**config.mk**
```make
export PLATFORM = sky130hd
export DESIGN_NAME = branch_trainer
export DESIGN_NICKNAME = d
export VERILOG_FILES = /design/src/rtl/branch_trainer.sv
export SDC_FILE = /design/constraint.sdc
export NUM_CORES = 1
export LEC_CHECK = 0
export ABC_AREA = 1
export ABC_CLOCK_PERIOD_IN_PS = 17700
export BUFFER_PORTS_ARGS = -buffer_cell sky130_fd_sc_hd__clkbuf_2
export CELL_PAD_IN_SITES_DETAIL_PLACEMENT = 1
export CELL_PAD_IN_SITES_GLOBAL_PLACEMENT = 1
export CORE_MARGIN = 5
export CORE_UTILIZATION = 45
export DETAILED_ROUTE_END_ITERATION = 10
export MAX_ROUTING_LAYER = met4
export PLACE_DENSITY = 0.89
export SYNTH_ARGS = -nofsm -noshare
export SYNTH_HDL_FRONTEND = slang
export SYNTH_SLANG_ARGS = --single-unit
```
**constraint.sdc**
```tcl
create_clock -name clk -period 17.7 [get_ports clk]
set_input_delay 1.77 -clock clk [delete_from_list [all_inputs] [get_ports clk]]
set_output_delay 1.77 -clock clk [all_outputs]
set_load 0.05 [all_outputs]
```
**src/rtl/branch_trainer.sv**
```systemverilog
// Branch trainer: 2-bit saturating-counter BHT with power-up init sweep and mispredict redirect.
// Optional event counters are enabled by defining BHT_STATS_EN.
module branch_trainer #(
   parameter int BHT_IDX_W = 8
) (
   input  logic        clk,
   input  logic        rst,
   input  logic        rdy,
   input  logic        upd_valid,
   input  logic [31:0] upd_pc,
   input  logic        upd_taken,
   input  logic        upd_pred,
   input  logic [31:0] upd_target,
   input  logic [31:0] query_pc,
   output logic        query_taken,
   output logic        init_busy,
   output logic        mispredict,
   output logic [31:0] redirect_pc
`ifdef BHT_STATS_EN
   ,
   output logic [31:0] stat_branches,
   output logic [31:0] stat_misses
`endif
);

   localparam int ENTRIES = 1 << BHT_IDX_W;

   typedef enum logic {
      INIT = 1'b0,
      RUN  = 1'b1
   } state_t;

   function automatic logic [1:0] sat_step(input logic [1:0] c, input logic taken);
      logic [1:0] r;
      if (taken) begin
         r = (c == 2'b11) ? 2'b11 : c + 2'b01;
      end else begin
         r = (c == 2'b00) ? 2'b00 : c - 2'b01;
      end
      return r;
   endfunction

   function automatic logic [31:0] sat_inc32(input logic [31:0] v);
      return (v == 32'hFFFF_FFFF) ? v : v + 32'd1;
   endfunction

   state_t                 state_q, state_d;
   logic [BHT_IDX_W-1:0]   sweep_q, sweep_d;
   logic                   mispredict_q, mispredict_d;
   logic [31:0]            redirect_q, redirect_d;
   logic [1:0]             bht_q [ENTRIES];

   logic                   wr_en_s;
   logic [BHT_IDX_W-1:0]   wr_idx_s;
   logic [1:0]             wr_val_s;
   logic                   accept_s;
   logic                   miss_s;
   logic [BHT_IDX_W-1:0]   upd_idx_s;
   logic [BHT_IDX_W-1:0]   query_idx_s;
   logic                   unused_s;

   assign upd_idx_s   = upd_pc[BHT_IDX_W+1:2];
   assign query_idx_s = query_pc[BHT_IDX_W+1:2];
   assign unused_s    = ^{upd_pc[1:0], upd_pc[31:BHT_IDX_W+2], query_pc[1:0], query_pc[31:BHT_IDX_W+2]};

   assign init_busy   = (state_q == INIT);
   assign query_taken = (state_q == INIT) ? 1'b0 : bht_q[query_idx_s][1];
   assign mispredict  = mispredict_q;
   assign redirect_pc = redirect_q;

   // Next-state, table write port and flush outputs; rdy low holds everything.
   always_comb begin
      state_d      = state_q;
      sweep_d      = sweep_q;
      mispredict_d = mispredict_q;
      redirect_d   = redirect_q;
      wr_en_s      = 1'b0;
      wr_idx_s     = sweep_q;
      wr_val_s     = 2'b01;
      accept_s     = 1'b0;
      miss_s       = 1'b0;
      if (rdy) begin
         case (state_q)
            INIT: begin
               wr_en_s      = 1'b1;
               wr_idx_s     = sweep_q;
               wr_val_s     = 2'b01;
               sweep_d      = sweep_q + BHT_IDX_W'(1);
               mispredict_d = 1'b0;
               if (sweep_q == {BHT_IDX_W{1'b1}}) begin
                  state_d = RUN;
               end else begin
                  state_d = INIT;
               end
            end
            RUN: begin
               accept_s     = upd_valid;
               miss_s       = upd_valid & (upd_taken ^ upd_pred);
               mispredict_d = miss_s;
               if (accept_s) begin
                  wr_en_s  = 1'b1;
                  wr_idx_s = upd_idx_s;
                  wr_val_s = sat_step(bht_q[upd_idx_s], upd_taken);
               end else begin
                  wr_en_s  = 1'b0;
               end
               if (miss_s) begin
                  redirect_d = upd_taken ? upd_target : upd_pc + 32'd4;
               end else begin
                  redirect_d = redirect_q;
               end
            end
            default: begin
               state_d = INIT;
               sweep_d = '0;
            end
         endcase
      end else begin
         state_d = state_q;
      end
   end

   // Control and flush registers.
   always_ff @(posedge clk) begin
      if (rst) begin
         state_q      <= INIT;
         sweep_q      <= '0;
         mispredict_q <= 1'b0;
         redirect_q   <= 32'd0;
      end else begin
         state_q      <= state_d;
         sweep_q      <= sweep_d;
         mispredict_q <= mispredict_d;
         redirect_q   <= redirect_d;
      end
   end

   // Counter table; contents are established by the init sweep rather than by reset.
   always_ff @(posedge clk) begin
      if (!rst && wr_en_s) begin
         bht_q[wr_idx_s] <= wr_val_s;
      end
   end

`ifdef BHT_STATS_EN
   logic [31:0] stat_branches_q, stat_branches_d;
   logic [31:0] stat_misses_q, stat_misses_d;

   // Saturating event counters.
   always_comb begin
      stat_branches_d = accept_s ? sat_inc32(stat_branches_q) : stat_branches_q;
      stat_misses_d   = miss_s   ? sat_inc32(stat_misses_q)   : stat_misses_q;
   end

   always_ff @(posedge clk) begin
      if (rst) begin
         stat_branches_q <= 32'd0;
         stat_misses_q   <= 32'd0;
      end else begin
         stat_branches_q <= stat_branches_d;
         stat_misses_q   <= stat_misses_d;
      end
   end

   assign stat_branches = stat_branches_q;
   assign stat_misses   = stat_misses_q;
`endif

endmodule

```
==> metrics.cfg <==
[finish]
syn2layout_area_growth_pct = 10.13
nNetsFinal = 3244
design_area_mm2 = 0.03020
multi_input_area_mm2 = 0.009603
n_fill_cell = 7040
regArea_mm2 = 0.01622
drive_gt1_share_pct = 8.585

[grt]
grt_pass1_wl_mm = 148.0
grt_usage_pct = 29.67
grt_pass1_vias = 25400
antenna_found_initial = 1
grt_max_degree = 110
grt-ovfl-total = 0

[power]
p_leak_nw = 11.72
p_seq_share_pct = 49.5
power.total_mw = 2.848
irDropWorstVdd_mv = 0.09317
p_comb_share_pct = 8.0
netSwitchingPower_mw = 0.6929
p_clk_share_pct = 42.6
p_sw_share_pct = 24.33
power_density_mw_per_mm2 = 94.28
p_int_mw = 2.155

[synth]
synth.area.top_cells = edfxtp_1 (56%), nand2_1 (9.2%), nor2_1 (8.9%)
yosys_warnings = 0
synth_compound_area_share_pct = 9.535
synthMuxAreaShare_pct = 0
synth_cells = 3140
synth.top_cell.area_share_pct = 56.06
synthFlopType = edfxtp_1
yosys.area_share.xor_xnor_pct = 0.2874
synth_edf_count = 512
postSynth.asyncResetShare_pct = 0
syn_area_per_cell_um2 = 8.734
yosys_register_bits = 554
synth-adder-area-share_pct = 0.09124
yosysTopAreaCell = edfxtp_1
synth_common_cells = nand2_1 (672), nor2_1 (652), edfxtp_1 (512), nand3_1 (302), o21ai_0 (300)
synthSimpleGateAreaFrac_pct = 25.04
synth_top_family_by_area = simple AND/OR/NAND/NOR gates
syn_area_mm2 = 0.02743
ys_seq_area_share_pct = 59.12
synthesis.nets = 3244
synth.distinct_cells = 39
synth_most_common_cell = nand2_1

[clock_network]
cts_max_level = 2
cts_buffers = 57
cts_root_buf = clkbuf_16
cts.sinks = 554
clk_latency_ns = 0.66
hold_buffers = 0
cts_post_setup_buffers_inserted = 0
cts-resized-gates = 0
clk_pin_slew_ns = 0.06
cts_tree = yes
clockBufferDepth = 3

[run_status]
outcome = finished, final reports clean

[drt]
ant_nets = 0
wl_met1_mm = 35.05
drt_iter0_drc = 2408
vias_per_cell = 6.070
wire_per_inst_um = 24.78
wirelength_mm = 98.19
vias = 24050
drtPass1Iterations = 5
drc = 0
wl_met3_mm = 8.937
highest_layer = met4
dr_wl_met2_mm = 47.94

[place]
dp_hpwl_mm = 57.88
gp_congestion = 0.9052
io_buffer_count = 112
placed_cell_area_mm2 = 0.02837

[die]
boundaryPins = 137
die_x_um = 256.9
core_mm2 = 0.06036
rows = 90
initial_core_util_pct = 45.44
die_area_mm2 = 0.06598
die_h_um = 256.9

[worst_hold_path]
holdCritPathClass = flop to flop

[timing]
hold_ws_ns = 0.4654
slew_headroom_pct = 12.03
worst_pin_slew_ns = 1.316
setup_viol = 0
final.period_utilization_pct = 42.78
finalMaxSlewViolations = 0
hold_viol_final = 0
finalCriticalPeriod_ns = 7.572
fin_setup_tns_ns = 0
fin_worst_skew_ns = 0.03362
rsz0062_at_grt = no
timing.fmax_mhz = 132.1

[setup_path]
worstSetupEndpointType = flop
worst_ep_arrival_time_ns = 7.85
startpoint_type = input pin
worstPathRequired_ns = 17.98
crit_fanout = 109
worst-setup-path-type = input pin to flop

[flow_run]
max-cap-violations = 0

==> state kept, by name (all words and copies together), names as in the netlist <==
| register | cells |
|---|---|
| mispredict | 1 |
| redirect_pc | 32 |
| sweep_q | 8 |
| bht_q | 512 |
| state_q | 1 |
==> routing by layer <==
| metal | track usage (%) | vias up |
|---|---|---|
| met5 | - | - |
| met1 | 34.11 | 11800 |
| met2 | 49.75 | 1308 |
| met3 | 5.245 | 391 |
| li1 | - | 10550 |
| met4 | 16.05 | 0 |
==> cell families (layout without fill, tap and decap cells) <==
| family | after synthesis | after routing |
|---|---|---|
| other | 0 | 1 |
| adders and majority gates | 2 | 2 |
| buffers and inverters | 400 | 440 |
| DFF | 554 | 554 |
| AOI/OAI and AO/OA | 490 | 490 |
| xor gates and xnor gates | 9 | 9 |
| and+or+nand+nor | 1685 | 1685 |
==> critical path: stages <==
cell and delay (ns):
clkbuf_8 0.32, inv_6 0.72, buf_4 0.86, nand2_1 0.12, nand2_1 0.10, nand2_1 0.05
nand3_1 0.10, nand3_1 0.11, nand2_1 0.20, nand3_1 0.20, nand3_1 0.21, nand3_1 0.15
nand3_1 0.14, nand3_1 0.13, nand2_4 0.55, buf_4 0.82, buf_4 0.96
==> stage by stage <==
step / util, % / setup slack, ns / cells
after floorplan: - / 7.406 / 3140
after global placement: 47.00 / 10.04 / 3863
after detailed placement: 47.00 / 9.867 / 3863
after CTS: 50.04 / 10.45 / 3962
after global routing: 50.04 / 9.946 / 3963
final: 50.04 / 10.13 / 3963
==> placed cells by master (no fill, tap or decap), types with 7 or more instances in the layout <==
cell type,instances
bufinv_16,7
o211ai_1,27
buf_4,37
nor4_1,7
or2_2,11
clkbuf_16,57
clkinv_1,14
nand3_1,302
clkbuf_1,7
inv_2,7
clkinv_2,10
nand2_1,671
o22ai_1,44
dfxtp_1,42
a21oi_1,107
xor2_1,9
nor3_1,11
nor2_2,8
nand4_1,7
inv_1,181
o21ai_0,300
clkbuf_2,108
nor2_1,650
edfxtp_1,512
==> area by class of cell <==
cell class / count / share of cell area [%]
tap: 782 / 3.239
inverter: 194 / 2.440
clock inverter: 35 / 1.251
antenna: 1 / 0.008285
multi-input combinational: 2186 / 31.79
clock buffer: 64 / 4.809
sequential: 554 / 53.69
timing repair buffer: 147 / 2.771
==> power groups by stage <==
stage	Clock [mW]	Sequential, mW	Combinational, mW
3_5_place_dp	0	1.44	0.216
4_1_cts	1.22	1.41	0.220
2_1_floorplan	0	1.44	0.134
6_report	1.21	1.41	0.226
5_1_grt	1.28	1.41	0.241
3_3_place_gp	0	1.44	0.209
==> final timing paths <==
kind | start | end | slack [ns] | cells past startpoint
worst max-delay path | upd_pc[2] | bht_q[179][0] | 10.13 | 17
worst min-delay path | redirect_pc[19] | redirect_pc[19] | 0.47 | 2
worst max register to register | bht_q[20][1] | bht_q[179][0] | 13.03 | 14
worst min register to register | redirect_pc[19] | redirect_pc[19] | 0.47 | 2
Note: power is estimated with default switching activity, not from simulation.
